==> src/rtl/csc_pkg.sv <==
// Shared widths and types for the colour-space-conversion scheduler.
package csc_pkg;

  localparam int CSC_DATA_WIDTH = 8;
  localparam int CSC_FRAC_WIDTH = 8;

  // Width of one packed pixel {ch1,ch2,ch3} and of one packed result.
  localparam int PIX_W = 3 * CSC_DATA_WIDTH;
  localparam int RES_W = 3 * (CSC_DATA_WIDTH + CSC_FRAC_WIDTH);

  // Requester identifier: 0 or 1.
  typedef logic req_id_t;

  // One stage of the engine-tracking shift register.
  typedef struct packed {
    logic    valid;
    req_id_t id;
  } tag_t;

  function automatic int pix_width(input int dw);
    return 3 * dw;
  endfunction

  function automatic int res_width(input int dw, input int fw);
    return 3 * (dw + fw);
  endfunction

endpackage

==> src/rtl/csc_ofifo.sv <==
// Synchronous first-word-fall-through FIFO with occupancy count.
// The head word is visible on pop_data whenever empty is low.
module csc_ofifo
  import csc_pkg::*;
#(
  parameter int WIDTH = RES_W,
  parameter int DEPTH = 4
) (
  input  logic                     clk,
  input  logic                     rst_n,
  input  logic                     push,
  input  logic [WIDTH-1:0]         push_data,
  input  logic                     pop,
  output logic [WIDTH-1:0]         pop_data,
  output logic                     empty,
  output logic [$clog2(DEPTH):0]   count
);

  localparam int AW = $clog2(DEPTH);

  logic [WIDTH-1:0] mem [DEPTH];
  logic [AW-1:0]    wr_ptr;
  logic [AW-1:0]    rd_ptr;
  logic             full;
  logic             do_push;
  logic             do_pop;

  assign empty    = (count == '0);
  assign full     = (count == (AW+1)'(DEPTH));
  assign do_push  = push && !full;
  assign do_pop   = pop && !empty;
  assign pop_data = mem[rd_ptr];

  // Storage write on accepted push.
  // NOTE: the data array carries no reset; validity is tracked by count alone.
  always_ff @(posedge clk) begin
    if (do_push) mem[wr_ptr] <= push_data;
  end

  // Pointer and occupancy update; simultaneous push and pop keeps count.
  // NOTE: sequential state uses non-blocking assignments so every register samples pre-edge values.
  always_ff @(posedge clk) begin
    if (!rst_n) begin
      wr_ptr <= '0;
      rd_ptr <= '0;
      count  <= '0;
    end else begin
      if (do_push) wr_ptr <= wr_ptr + 1'b1;
      if (do_pop)  rd_ptr <= rd_ptr + 1'b1;
      case ({do_push, do_pop})
        2'b10:   count <= count + 1'b1;
        2'b01:   count <= count - 1'b1;
        default: count <= count;
      endcase
    end
  end

endmodule

==> src/rtl/csc_scheduler.sv <==
// Two-requester front end for a shared colour-space-conversion engine.
// Credit-based round-robin issue, tag pipeline matching the engine
// latency, and one FWFT result FIFO per requester.
module csc_scheduler
  import csc_pkg::*;
#(
  parameter int DATA_WIDTH  = CSC_DATA_WIDTH,
  parameter int FRAC_WIDTH  = CSC_FRAC_WIDTH,
  parameter int ENG_LAT     = 3,
  parameter int OFIFO_DEPTH = 4
) (
  input  logic                                    clk,
  input  logic                                    rst_n,
  input  logic                                    s0_valid,
  output logic                                    s0_ready,
  input  logic [3*DATA_WIDTH-1:0]                 s0_data,
  input  logic                                    s1_valid,
  output logic                                    s1_ready,
  input  logic [3*DATA_WIDTH-1:0]                 s1_data,
  output logic                                    eng_valid,
  output logic [3*DATA_WIDTH-1:0]                 eng_data,
  input  logic [3*(DATA_WIDTH+FRAC_WIDTH)-1:0]    eng_result,
  output logic                                    m0_valid,
  input  logic                                    m0_ready,
  output logic [3*(DATA_WIDTH+FRAC_WIDTH)-1:0]    m0_data,
  output logic                                    m1_valid,
  input  logic                                    m1_ready,
  output logic [3*(DATA_WIDTH+FRAC_WIDTH)-1:0]    m1_data,
  output logic                                    busy
);

  localparam int PW = pix_width(DATA_WIDTH);
  localparam int RW = res_width(DATA_WIDTH, FRAC_WIDTH);
  localparam int CW = $clog2(OFIFO_DEPTH) + 1;

  tag_t          tags [ENG_LAT+1];
  tag_t          out_tag;
  req_id_t       last_grant;
  logic [CW-1:0] cnt0;
  logic [CW-1:0] cnt1;
  logic          empty0;
  logic          empty1;
  logic          push0;
  logic          push1;
  logic          grant0;
  logic          grant1;
  logic          hs;
  logic          any_tag;
  int            infl0;
  int            infl1;
  int            credit0;
  int            credit1;

  // Credit accounting and round-robin arbitration among eligible requesters.
  // NOTE: every variable gets a default at the top so no latch is inferred.
  always_comb begin
    infl0   = 0;
    infl1   = 0;
    any_tag = 1'b0;
    for (int k = 0; k <= ENG_LAT; k++) begin
      if (tags[k].valid) begin
        any_tag = 1'b1;
        if (tags[k].id) infl1 = infl1 + 1;
        else            infl0 = infl0 + 1;
      end
    end
    credit0 = OFIFO_DEPTH - int'(cnt0) - infl0;
    credit1 = OFIFO_DEPTH - int'(cnt1) - infl1;
    grant0  = 1'b0;
    grant1  = 1'b0;
    if (rst_n) begin
      // last_grant==1 means requester 0 has priority on a tie.
      grant0 = s0_valid && (credit0 > 0) &&
               (!(s1_valid && (credit1 > 0)) || (last_grant == 1'b1));
      grant1 = s1_valid && (credit1 > 0) &&
               (!(s0_valid && (credit0 > 0)) || (last_grant == 1'b0));
    end
  end

  assign s0_ready = grant0;
  assign s1_ready = grant1;
  assign hs       = grant0 || grant1;

  // Issue register, grant pointer and tag pipeline aligned to the engine.
  always_ff @(posedge clk) begin
    if (!rst_n) begin
      eng_valid  <= 1'b0;
      eng_data   <= '0;
      last_grant <= 1'b1;
      for (int k = 0; k <= ENG_LAT; k++) tags[k] <= '0;
    end else begin
      eng_valid <= hs;
      if (hs) begin
        eng_data   <= grant1 ? s1_data : s0_data;
        last_grant <= grant1;
      end
      tags[0] <= '{valid: hs, id: grant1};
      for (int k = 1; k <= ENG_LAT; k++) tags[k] <= tags[k-1];
    end
  end

  // The oldest tag lines up with eng_result for the operand it describes.
  assign out_tag = tags[ENG_LAT];
  assign push0   = out_tag.valid && (out_tag.id == 1'b0);
  assign push1   = out_tag.valid && (out_tag.id == 1'b1);

  csc_ofifo #(.WIDTH(RW), .DEPTH(OFIFO_DEPTH)) u_ofifo0 (
    .clk       (clk),
    .rst_n     (rst_n),
    .push      (push0),
    .push_data (eng_result),
    .pop       (m0_ready),
    .pop_data  (m0_data),
    .empty     (empty0),
    .count     (cnt0)
  );

  csc_ofifo #(.WIDTH(RW), .DEPTH(OFIFO_DEPTH)) u_ofifo1 (
    .clk       (clk),
    .rst_n     (rst_n),
    .push      (push1),
    .push_data (eng_result),
    .pop       (m1_ready),
    .pop_data  (m1_data),
    .empty     (empty1),
    .count     (cnt1)
  );

  assign m0_valid = !empty0;
  assign m1_valid = !empty1;
  assign busy     = eng_valid || any_tag || !empty0 || !empty1;

  // Operand width is fixed by the package helpers; keep it tied to the port.
  logic [PW-1:0] unused_pw;
  assign unused_pw = eng_data;

endmodule

==> config.mk <==
export PLATFORM = sky130hd
export DESIGN_NAME = csc_scheduler
export DESIGN_NICKNAME = d
export VERILOG_FILES = /design/src/rtl/csc_pkg.sv /design/src/rtl/csc_ofifo.sv /design/src/rtl/csc_scheduler.sv
export SDC_FILE = /design/constraint.sdc
export NUM_CORES = 1
export LEC_CHECK = 0
export BUFFER_PORTS_ARGS = -buffer_cell sky130_fd_sc_hd__buf_2
export CORE_MARGIN = 5
export CORE_UTILIZATION = 62
export DETAILED_ROUTE_END_ITERATION = 8
export PLACE_DENSITY = 0.85
export SLEW_MARGIN = 20
export SYNTH_ARGS = -nofsm -noshare
export SYNTH_HDL_FRONTEND = slang
export SYNTH_SLANG_ARGS = --single-unit
==> constraint.sdc <==
create_clock -name clk -period 7.7 [get_ports clk]
set_clock_uncertainty 0.15 [all_clocks]
set_input_delay 0 -clock clk [delete_from_list [all_inputs] [get_ports clk]]
set_output_delay 0 -clock clk [all_outputs]
set_load 0.05 [all_outputs]
# --- Yosys cells after proc, flatten, opt, wreduce, memory -nomap -nowiden ---
# Memories as Yosys holds them, arrays and structs flattened. A register that Yosys moved wholly into a read port is not among the register bits.
# Index checks and enable logic that the tools add are counted.
totals:
  regBits: 40
  latchBits: 0
  mem_bits_rw: 392
  rom_bits: 0
  inputBits: 102
  wordCells: 109
  n_memories: 3
memory_table:
  columns: ["memory", "depth", "width", "rd", "rd_clocked_by_memory_dff", "write_ports", "line_no", "text"]
  rows:
  - ["u_ofifo0.mem", 4, 48, 1, 1, 1, "csc_ofifo.sv:21", "logic [WIDTH-1:0] mem [DEPTH];"]
  - ["u_ofifo1.mem", 4, 48, 1, 1, 1, "csc_ofifo.sv:21", null]
  - ["tags", 4, 2, 4, 0, 4, "csc_scheduler.sv:36", "tag_t tags [ENG_LAT+1];"]
classes:
  add_sub_neg: 18
  mul: 0
  div_mod_pow: 0
  magnitude_cmp: 2
  n_eq_ne: 6
  shift: 0
  n_mux: 39
  bitwise_logic: 6
  reduce_logical: 26
op_table:
  columns: ["operator", "n"]
  rows:
  - ["two-way mux 32 bit", 13]
  - ["adder 32 x 2 -> 32 bit (second input constant)", 6]
  - ["> comparator 32 x 1 -> 1 bit (second input constant)", 2]
  - ["subtractor 4 x 32 -> 32 bit", 2]
  - ["two-way mux 24 bit", 1]
  - ["two-way mux 2 bit", 8]
  - ["two-way mux 1 bit", 15]
  - ["case mux 3 bit (2 select lines)", 2]
  - ["logical AND 1 bit", 10]
  - ["adder 2 x 1 -> 2 bit (second input constant)", 4]
  - ["subtractor 3 x 3 -> 4 bit (first input constant)", 2]
  - ["adder 3 x 1 -> 3 bit (second input constant)", 2]
  - ["== test 3 bit (second input constant)", 2]
  - ["zero test 1 bit", 6]
  - ["zero test 3 bit", 2]
  - ["logical OR 1 bit", 6]
  - ["subtractor 3 x 1 -> 3 bit (second input constant)", 2]
  - ["== test 2 x 1 -> 1 bit (second input constant)", 2]
  - ["== test 2 bit (second input constant)", 2]
  - ["bitwise OR 1 bit", 4]
  - ["nonzero test 2 bit", 2]
  - ["inverter 1 bit", 2]

# --- Longest topological paths before layout ---
# An unclocked memory read counts as a cell.
logic_depth:
  ltp_word: 21
  depth_mapped: 23
  depth_no_buf: 22

# --- By module ---
# From an unflattened synthesis, not the netlist that was laid out.
hier_totals:
  cells_unflattened: 868
  hier_area_um2: 17167.7
by_module_without_submodules:
  columns: ["module", "n_inst", "cells_per_inst", "area_each_um2", "seq_area_each_um2"]
  rows:
  - ["csc_ofifo", 2, 303, 7399.6, 5945.7]
  - ["csc_scheduler", 1, 262, 2368.5, 660.6]

# --- Worst setup path before layout ---
# Ideal clock, no wire load.
synth_timing:
  kind: "register to register"
  start: "mem tags[0][1] (netlist bit)"
  end: "reg eng_data[10]"
  setup_time_ns: 0.132
  t_arrival_ns: 4.941
  slack_ns: 2.476
  path_stages_with_launch: 21
  path_buffers: 1
  synth_period_minus_slack_ns: 5.224
  path_cell_list: "dfxtp_1 nor2b_1 ha_1 mux2i_1 inv_1 ha_1 mux2_1 ha_1 mux2i_1 fa_1 a21oi_1 o21bai_1 nand2b_1 ha_1 nor4_1 and3_2 o211ai_4 a211oi_4 buf_8 mux2i_1 a21oi_1"
synth_rtl:
  columns: ["item", "line_no", "text"]
  rows:
  - ["start, declared", "csc_scheduler.sv:36", null]
  - ["end signal, assigned", "csc_scheduler.sv:94", "eng_data <= grant1 ? s1_data : s0_data;"]
  - ["end, declared", "csc_scheduler.sv:21", "output logic [3*DATA_WIDTH-1:0] eng_data,"]

==> results.py <==
metrics = {
    "global_route": {
        "grt_start_max_net_pins": 50,
        "grt_pass1_wl_um": 61840,
        "antenna_found_initial": 1,
        "grt_pass1_vias": 10300,
        "overflow": 0,
        "track_usage_pct": 26.39,
    },
    "yosys": {
        "synth-main-ff-cell": "edfxtp_1",
        "synth_common_cells": "edfxtp_1, mux4_2, dfxtp_1",
        "avgSynthCellArea_um2": 19.89,
        "seq_area_frac_synth_pct": 73.37,
        "synth_top_cell_by_area": "edfxtp_1",
        "ys_top_cells_by_area": "edfxtp_1, mux4_2, dfxtp_1",
        "synth_cell_types": 48,
        "yosys_warnings": 0,
        "syn_area_mm2": 0.01711,
        "ys_ff_latch": 435,
        "ys_async_sr_fraction_pct": 0,
        "synth_fp_nets": 1014,
        "yosysMostFrequentCell": "edfxtp_1",
        "synthCells": 860,
        "synth_edf_count": 384,
        "synth_top_area_share_pct": 67.40,
    },
    "timing": {
        "slew_headroom_pct": 34.34,
        "setup_tns_ps": 0,
        "max_freq_mhz": 153.6,
        "rsz0062_at_grt": "no",
        "min_period_over_period_pct": 84.57,
        "fin_crit_ps": 6512,
        "tightestPinTransition_ps": 978.3,
        "setup_viol": 0,
        "hold_viol_final": 0,
        "slew_viol_final": 0,
    },
    "layout": {
        "area_growth_pct": 24.65,
        "final_nets": 1396,
        "multi_input_comb_area_mm2": 0.004304,
        "drive_gt1_share_pct": 32.76,
        "fillers": 1385,
        "ff_latch_area_mm2": 0.01256,
    },
    "worst_setup_path": {
        "critPathLaunchType": "flip-flop",
        "slowest_delay_ps": 600,
        "r2r_slack_ps": 1190,
        "critPathKind": "flip-flop to flip-flop",
        "cp_num_buf_inv": 5,
        "rr_worst_depth": 25,
        "critPathRequiredTime_ps": 7960,
        "path_max_fanout": 25,
        "cpLargestDelayFamily": "buffers and inverters",
        "slowest_stage": "dlygate4sd3_1",
        "cpMostUsedCell": "ha_1",
        "worstPathArrival_ps": 6770,
        "worst-path-stages": 25,
        "end_kind": "flip-flop",
    },
    "die": {
        "fp.dieH_um": 176.1,
        "rows": 60,
        "core_area_mm2": 0.02703,
        "boundaryPins": 228,
        "dieArea_mm2": 0.03101,
        "initial_utilization_pct": 63.30,
        "die-width_um": 176.1,
    },
    "pwr": {
        "ir_worst_vdd_mv": 0.2010,
        "p_seq_share_pct": 48.7,
        "power_frac_comb_pct": 13.7,
        "pwr_density_cell_mw_per_mm2": 254.7,
        "p_int_mw": 4.072,
        "p_sw_share_pct": 25.01,
        "switching_power_mw": 1.358,
        "p_total_mw": 5.430,
        "p_clk_share_pct": 37.5,
        "leakagePower_nw": 7.568,
    },
    "clock_network": {
        "htreeDepth": 2,
        "clock-root-buffer": "clkbuf_16",
        "clkSinkCount": 435,
        "path_clk_slew_ps": 60,
        "clock_path_buffers": 3,
        "cts_buffers": 43,
        "post-cts-setup-buffer-count": 0,
        "cts_tree": "built",
        "insertion_delay_ps": 530,
    },
    "route": {
        "routed_via_density": 6.017,
        "wl_um": 40860,
        "drt_iter0_markers": 1025,
        "via_count": 9735,
        "wl_per_cell_um": 25.25,
        "first_pass_iters": 5,
        "antenna_left": 0,
        "drc": 0,
    },
    "status": {
        "status": "finished, final reports clean",
    },
    "worst_hold_path": {
        "worstHoldPathCells": 2,
        "holdCritPathClass": "input pin to flip-flop",
    },
    "place": {
        "dp_hpwl_um": 21440,
        "gp_congestion": 0.7672,
        "io_buffers": 227,
    },
    "flow_run": {
        "cap_viol_max_count": 0,
    },
}
## routing by layer
metal	up-vias	wire [µm]	global-route usage (%)
li1	4200	-	-
met1	4989	15480	35.14
met2	485	21400	45.70
met3	61	3016	4.797
met4	0	960	6.985
met5	-	0	0
## final timing paths
kind,startpoint,end
setup / recovery,tags[0][1],eng_data[8]
hold / removal,eng_result[22],u_ofifo1.mem[2][22]
setup reg to reg,tags[0][1],eng_data[8]
hold reg to reg,tags[1][0],tags[2][0]
## cell type report
type / count / share of cell area [%]
clock buffers: 54 / 5.287
inverters: 29 / 0.5105
multi-input cells: 364 / 20.18
flip-flops and latches: 435 / 58.91
diodes: 1 / 0.01174
well taps: 341 / 2.001
clock inverters: 25 / 1.115
repair buffers: 369 / 11.98
## placed cells by master (no fill, tap or decap), drive strengths merged, types with 2 or more instances in the layout
master / Yosys / layout
edfxtp: 384 / 384
buf: 18 / 241
dlygate4sd3: 0 / 128
mux4: 96 / 96
clkbuf: 14 / 54
dfxtp: 51 / 51
ha: 48 / 48
inv: 29 / 32
a21oi: 31 / 31
o21ai: 30 / 30
nand2: 28 / 28
and2: 28 / 28
mux2i: 27 / 27
clkinv: 0 / 17
xnor2: 12 / 12
nand3: 7 / 7
xor2: 6 / 6
nor2: 6 / 6
nor2b: 4 / 4
or3: 4 / 4
fa: 4 / 4
bufinv: 0 / 4
and3: 4 / 4
a21boi: 4 / 4
nand2b: 3 / 3
nand3b: 2 / 2
or4: 2 / 2
o21bai: 2 / 2
nor4b: 2 / 2
a211oi: 2 / 2
mux2: 2 / 2
## stage by stage
stage	worst slack (ps)	area [µm²]	hold WS [ps]	utilization, %	cells
after floorplan	2476	17110	-51.13	-	860
after global placement	2707	18630	115.3	68.93	1408
after detailed placement	2484	18630	119.5	68.93	1408
after global routing	757.2	21320	116.9	78.90	1618
final	1188	21320	133.5	78.90	1618
after CTS	1395	21270	95.72	78.72	1615
## cell families (layout without fill, tap and decap cells)
group	Yosys count	count (layout)	share of synthesized area (%)
adder cells (fa/ha/maj)	52	52	3.979
other	0	1	0
flip-flops	435	435	73.37
XOR/XNOR	18	18	0.9215
buffers and inverters	61	477	1.529
AND/OR/NAND/NOR	96	96	3.298
AO/OA/AOI/OAI	73	73	2.552
multiplexers	125	125	14.35
## state kept, by name (all words and copies together) (netlist names), 2 cells and up, named ones only
name / count
tags: 8
u_ofifo0.rd_ptr: 2
u_ofifo1.count: 3
eng_data: 24
u_ofifo0.wr_ptr: 2
u_ofifo1.mem: 192
u_ofifo0.mem: 192
u_ofifo0.count: 3
u_ofifo1.wr_ptr: 2
u_ofifo1.rd_ptr: 2
## power groups by stage
stage | Sequential (mW) | Clock [mW] | Combinational [mW]
6_report | 2.65 | 2.04 | 0.746
5_1_grt | 2.65 | 2.19 | 0.791
4_1_cts | 2.65 | 2.06 | 0.709
3_5_place_dp | 2.70 | 0 | 0.617
3_3_place_gp | 2.70 | 0 | 0.601
2_1_floorplan | 2.76 | 0 | 0.393
## repair_timing
| action | in CTS | in global routing |
|---|---|---|
| endpoints found under the hold margin | 434 | 0 |
| gates resized for setup | 0 | 0 |
| hold buffers | 128 | 0 |
Note: power is estimated with default switching activity, not from simulation.
